$ cat src/rtl/dds_phase_reader.sv
// Read side of the quarter-wave sine LUT: a phase accumulator drives mirrored LUT reads,
// and each returned magnitude is rebuilt into a full-period offset-binary sample.
module dds_phase_reader #(
  parameter int PW = 16,
  parameter int AW = 4,
  parameter int WW = 6
) (
  input  logic          clk,
  input  logic          rst,
  input  logic          en,
  input  logic          phase_clr,
  input  logic          ftw_we,
  input  logic [PW-1:0] ftw_in,
  output logic          lut_re,
  output logic [AW-1:0] lut_ra,
  input  logic [WW-1:0] lut_rd,
  output logic [WW:0]   sample_out,
  output logic          sample_valid
);

  logic [PW-1:0] phase_q, phase_d;
  logic [PW-1:0] ftw_q, ftw_d;
  logic          lut_re_q, lut_re_d;
  logic [AW-1:0] lut_ra_q, lut_ra_d;
  logic          sign0_q, sign0_d;
  logic          valid1_q, valid1_d;
  logic          sign1_q, sign1_d;
  logic [WW:0]   sample_q, sample_d;
  logic          sample_valid_q, sample_valid_d;

  logic [1:0]    quad;
  logic [AW-1:0] idx;

  assign quad = phase_q[PW-1:PW-2];
  assign idx  = phase_q[PW-3:PW-2-AW];

  always_comb begin
    phase_d        = phase_q;
    ftw_d          = ftw_q;
    lut_re_d       = 1'b0;
    lut_ra_d       = lut_ra_q;
    sign0_d        = sign0_q;
    valid1_d       = lut_re_q;
    sign1_d        = sign0_q;
    sample_d       = sample_q;
    sample_valid_d = valid1_q;

    if (ftw_we) ftw_d = ftw_in;

    // The clear drops every in-flight read, including the one about to emerge.
    if (phase_clr) begin
      phase_d        = '0;
      valid1_d       = 1'b0;
      sample_valid_d = 1'b0;
    end else begin
      if (en) begin
        lut_re_d = 1'b1;
        lut_ra_d = quad[0] ? ~idx : idx;
        sign0_d  = quad[1];
        phase_d  = phase_q + ftw_q;
      end
      if (valid1_q) begin
        sample_d = sign1_q ? {1'b0, ~lut_rd} : {1'b1, lut_rd};
      end
    end
  end

  always_ff @(posedge clk) begin
    if (rst) begin
      phase_q        <= '0;
      ftw_q          <= '0;
      lut_re_q       <= 1'b0;
      lut_ra_q       <= '0;
      sign0_q        <= 1'b0;
      valid1_q       <= 1'b0;
      sign1_q        <= 1'b0;
      sample_q       <= {1'b1, {WW{1'b0}}};
      sample_valid_q <= 1'b0;
    end else begin
      phase_q        <= phase_d;
      ftw_q          <= ftw_d;
      lut_re_q       <= lut_re_d;
      lut_ra_q       <= lut_ra_d;
      sign0_q        <= sign0_d;
      valid1_q       <= valid1_d;
      sign1_q        <= sign1_d;
      sample_q       <= sample_d;
      sample_valid_q <= sample_valid_d;
    end
  end

  assign lut_re       = lut_re_q;
  assign lut_ra       = lut_ra_q;
  assign sample_out   = sample_q;
  assign sample_valid = sample_valid_q;

endmodule

$ cat config.mk
export PLATFORM = sky130hd
export DESIGN_NAME = dds_phase_reader
export DESIGN_NICKNAME = d
export VERILOG_FILES = /design/src/rtl/dds_phase_reader.sv
export SDC_FILE = /design/constraint.sdc
export NUM_CORES = 1
export LEC_CHECK = 0
export ABC_CLOCK_PERIOD_IN_PS = 3000
export CAP_MARGIN = 20
export CORE_MARGIN = 2
export CORE_UTILIZATION = 40
export DETAILED_ROUTE_END_ITERATION = 16
export GPL_TIMING_DRIVEN = 0
export MAX_ROUTING_LAYER = met4
export PLACE_DENSITY = 0.68
export RECOVER_POWER = 25
export SYNTH_ARGS = -nofsm -noshare
export SYNTH_HDL_FRONTEND = slang
export SYNTH_SLANG_ARGS = --single-unit
export TNS_END_PERCENT = 1
$ cat constraint.sdc
create_clock -name clk -period 3 [get_ports clk]
set_clock_uncertainty 0.1 [all_clocks]
set_input_delay 0.6 -clock clk [delete_from_list [all_inputs] [get_ports clk]]
set_output_delay 0.6 -clock clk [all_outputs]
set_load 0.005 [all_outputs]
==> out/qor.csv <==
stage,metric,value,unit
routing,DR vias/cell,5.14,
setup_path,r2r worst-path depth,9,
logic_synthesis,Synth Area per Inst,9.38,sq um
layout,fin area,0.00300,sq mm
logic_synthesis,largest family of logic cells by synthesized area,compound AO/OA/AOI/OAI gates,
cts,clk sink count,48,
global_route,first-pass GRT wire length,8.36,mm
power,Tot Pwr,1310,uW
global_route,largest net degree at the start of global routing,15,
sta,final setup vio count,0,
cts,CTS Buf Count,5,
setup_path,Crit Path Class,flip-flop to flip-flop,
logic_synthesis,#FFs+latches synth,48,
cts,Worst-Skew Late Latency,0.30,ns
logic_synthesis,Synth Area in Compound Gates,0.165,
die,Die ar.,0.00676,sq mm
placement,HPWL after DPL,3.82,mm
global_route,vias in the first global route,1855,
global_route,initial antenna violation count,0,
setup_path,critical path data required time,3.12,ns
setup_path,Critical Path Sink Type,flip-flop,
cts,Max Root-Sink Buffers,2,
cts,H-tree Lvls,2,
die,Top Ports,40,
sta,Final Hold Viols,0,
cts,hold_buf cts,0,
die,FP Rows,28,
logic_synthesis,mapped cell area,0.00245,sq mm
cts,CTS tree,built,
die,die extent in x,82.2,um
sta,worst slew pin tran,0.866,ns
sta,fmax,0.375,GHz
power,PD cells,436,mW/mm^2
layout,layout cells sized above 1,0.0590,
logic_synthesis,post-synthesis adder-cell area fraction,0.0848,
status,outcome,finished clean,
die,core area,0.00592,sq mm
global_route,total grt overflow,0,
placement,PortBufs,36,
routing,total number of vias,1954,
logic_synthesis,Synth cell types,44,
routing,ANT nets after route,0,
die,die height,82.2,um
sta,fin. max-slew vios,0,
die,initial core utilization,0.414,
sta,final period utilization,0.889,
logic_synthesis,post-synthesis mux area share,0.110,
routing,Initial DRC Count,75,
sta,Fin Setup TNS,0,ns
sta,fin crit period,2.67,ns
logic_synthesis,Post-Syn Instances,261,
routing,Post-Route WL,4.96,mm
routing,WL/cell,13.1,um
layout,final net count,347,
logic_synthesis,Synth Net Count,304,
setup_path,Worst Setup EP,phase_q[12]$_SDFFE_PP0P_,
logic_synthesis,Post-synth EDFFs,0,
cts,clock slew at reported path FFs,0.09,ns
cts,setup bufs post-CTS,0,
layout,final-layout fill cell count,586,
layout,Synth-to-Final Area Change,22.5,%
layout,Antenna Cells,0,
setup_path,Critical Path AT,2.78,ns
logic_synthesis,Yosys Warn Count,0,
global_route,Global Route Usage Sum,0.165,
power,Worst IR Drop VDD,0.259,mV
cts,Root Buffer,clkbuf_8,
layout,most frequent cells in the layout,"dfxtp_1, nor2_1, clkdlybuf4s50_1, mux2i_1, a211oi_1",
placement,GP Congestion,0.858,
logic_synthesis,post-synth top area cell,dfxtp_1,
logic_synthesis,async set-reset flop share out of synthesis,0,
setup_path,r2r setup slk,0.33,ns
layout,"most common cell after layout, fill and taps aside",dfxtp_1,
logic_synthesis,main area contributors after synthesis,"dfxtp_1, mux2i_1, ha_1, nor2_1, xnor2_1",
placement,"Cell Area, Placed",0.00290,sq mm
logic_synthesis,sequential fraction of the synthesis area,0.392,
routing,final routed DRC violation total,0,
power,Leak,0.00124,uW
setup_path,reg2reg start,phase_q[0]$_SDFFE_PP0P_,
setup_path,CP max FO,3,
hold_path,worst hold-check path type,flip-flop to flip-flop,
setup_path,Critical path origin,phase_q[0]$_SDFFE_PP0P_,
setup_path,Reg2Reg Capture Point,phase_q[12]$_SDFFE_PP0P_,
logic_synthesis,"Primary FF master, synth",dfxtp_1,
cts,CTS resizes,0,
logic_synthesis,XOR/XNOR Fraction of Synth Area,0.0608,
sta,RSZ-0062 raised after global routing,false,
setup_path,Worst setup SP type,flip-flop,
logic_synthesis,Simple-Gate Fraction of Synth Area,0.149,
logic_synthesis,share of the synthesized area in the top cell type,0.392,
routing,TritonRoute pass-1 iters,4,
sta,Slew headroom,0.423,
job,Max-cap violations,0,
==> power breakdown <==
group	total (uW)	switching, uW	internal [uW]
logic	174	82.4	92.0
clock network	458	211	248
registers	675	14.6	660
total	1310	308	1000
==> cells by family (layout without fill, tap and decap cells) <==
| logic type | after synthesis | in the layout |
|---|---|---|
| mux | 27 | 27 |
| buf+inv | 17 | 61 |
| simple gates | 79 | 79 |
| fa+ha+maj | 16 | 16 |
| xor+xnor | 17 | 17 |
| flops | 48 | 48 |
| compound gates | 57 | 57 |
==> sequential cells by signal, indices dropped and copies added (netlist names) <==
| signal | count |
|---|---|
| lut_re | 1 |
| sign0_q | 1 |
| ftw_q | 16 |
| sign1_q | 1 |
| valid1_q | 1 |
| phase_q | 16 |
| sample_valid | 1 |
| lut_ra | 4 |
| sample_out | 7 |
==> worst min path at each step <==
| stage | cells past startpoint | end | from |
|---|---|---|---|
| floorplan | 1 | sign1_q$_SDFF_PP0_ | sign0_q$_SDFFE_PP0P_ |
| global placement | 1 | valid1_q$_SDFF_PP0_ | lut_re$_SDFF_PP0_ |
| detailed placement | 1 | valid1_q$_SDFF_PP0_ | lut_re$_SDFF_PP0_ |
| CTS | 1 | sign1_q$_SDFF_PP0_ | sign0_q$_SDFFE_PP0P_ |
| global route | 1 | sign1_q$_SDFF_PP0_ | sign0_q$_SDFFE_PP0P_ |
| finish | 1 | valid1_q$_SDFF_PP0_ | lut_re$_SDFF_PP0_ |
==> stage by stage <==
| stage | cells | hold WS [ns] | setup slack, ns | util |
|---|---|---|---|---|
| floorplan | 261 | 0.337 | 0.648 | - |
| global placement | 372 | 0.340 | 0.368 | 0.490 |
| detailed placement | 372 | 0.351 | 0.405 | 0.490 |
| CTS | 380 | 0.372 | 0.357 | 0.508 |
| global route | 380 | 0.385 | 0.173 | 0.507 |
| finish | 380 | 0.358 | 0.332 | 0.507 |
==> routing by layer <==
| metal | share of wire | up-vias | GRT usage |
|---|---|---|---|
| met4 | 0.013 | 0 | 0.0450 |
| met3 | 0.034 | 6 | 0.0359 |
| met1 | 0.49 | 901 | 0.209 |
| li1 | - | 1014 | - |
| met2 | 0.46 | 33 | 0.265 |
| met5 | 0 | - | - |
==> worst max-delay path: stages, from the launching register on <==
cell and delay [ns]:
dfxtp_1 0.33, ha_1 0.22, fa_1 0.43, a211oi_1 0.31, o21bai_1 0.14, o21ai_0 0.34, o21ai_0 0.20, a31oi_1 0.26
nor2_1 0.08, a211oi_1 0.19
==> cells in the mapped netlist, types with 3 or more instances <==
master / n
dfxtp_1: 48
nor2_1: 45
mux2i_1: 27
a211oi_1: 18
xnor2_1: 16
ha_1: 15
clkbuf_1: 9
o21ai_0: 9
a21oi_1: 7
nand2_1: 6
a21o_1: 5
nand3_1: 5
inv_1: 4
nor2b_1: 4
a21oi_2: 3
and3_1: 3
o21a_1: 3
or3_1: 3
==> area by class of cell <==
| class | instances | area [sq um] | share of cell area |
|---|---|---|---|
| well taps | 75 | 93.8 | 0.0313 |
| plain buffers | 13 | 68.8 | 0.0229 |
| clock buffers | 6 | 72.6 | 0.0242 |
| flip-flops and latches | 48 | 961 | 0.320 |
| repair buffers | 36 | 360 | 0.120 |
| multi-input cells | 196 | 1390 | 0.465 |
| inverters | 4 | 15.0 | 0.00500 |
| clock inverters | 2 | 35.0 | 0.0117 |
No activity file was read; power rests on OpenSTA's default activity.
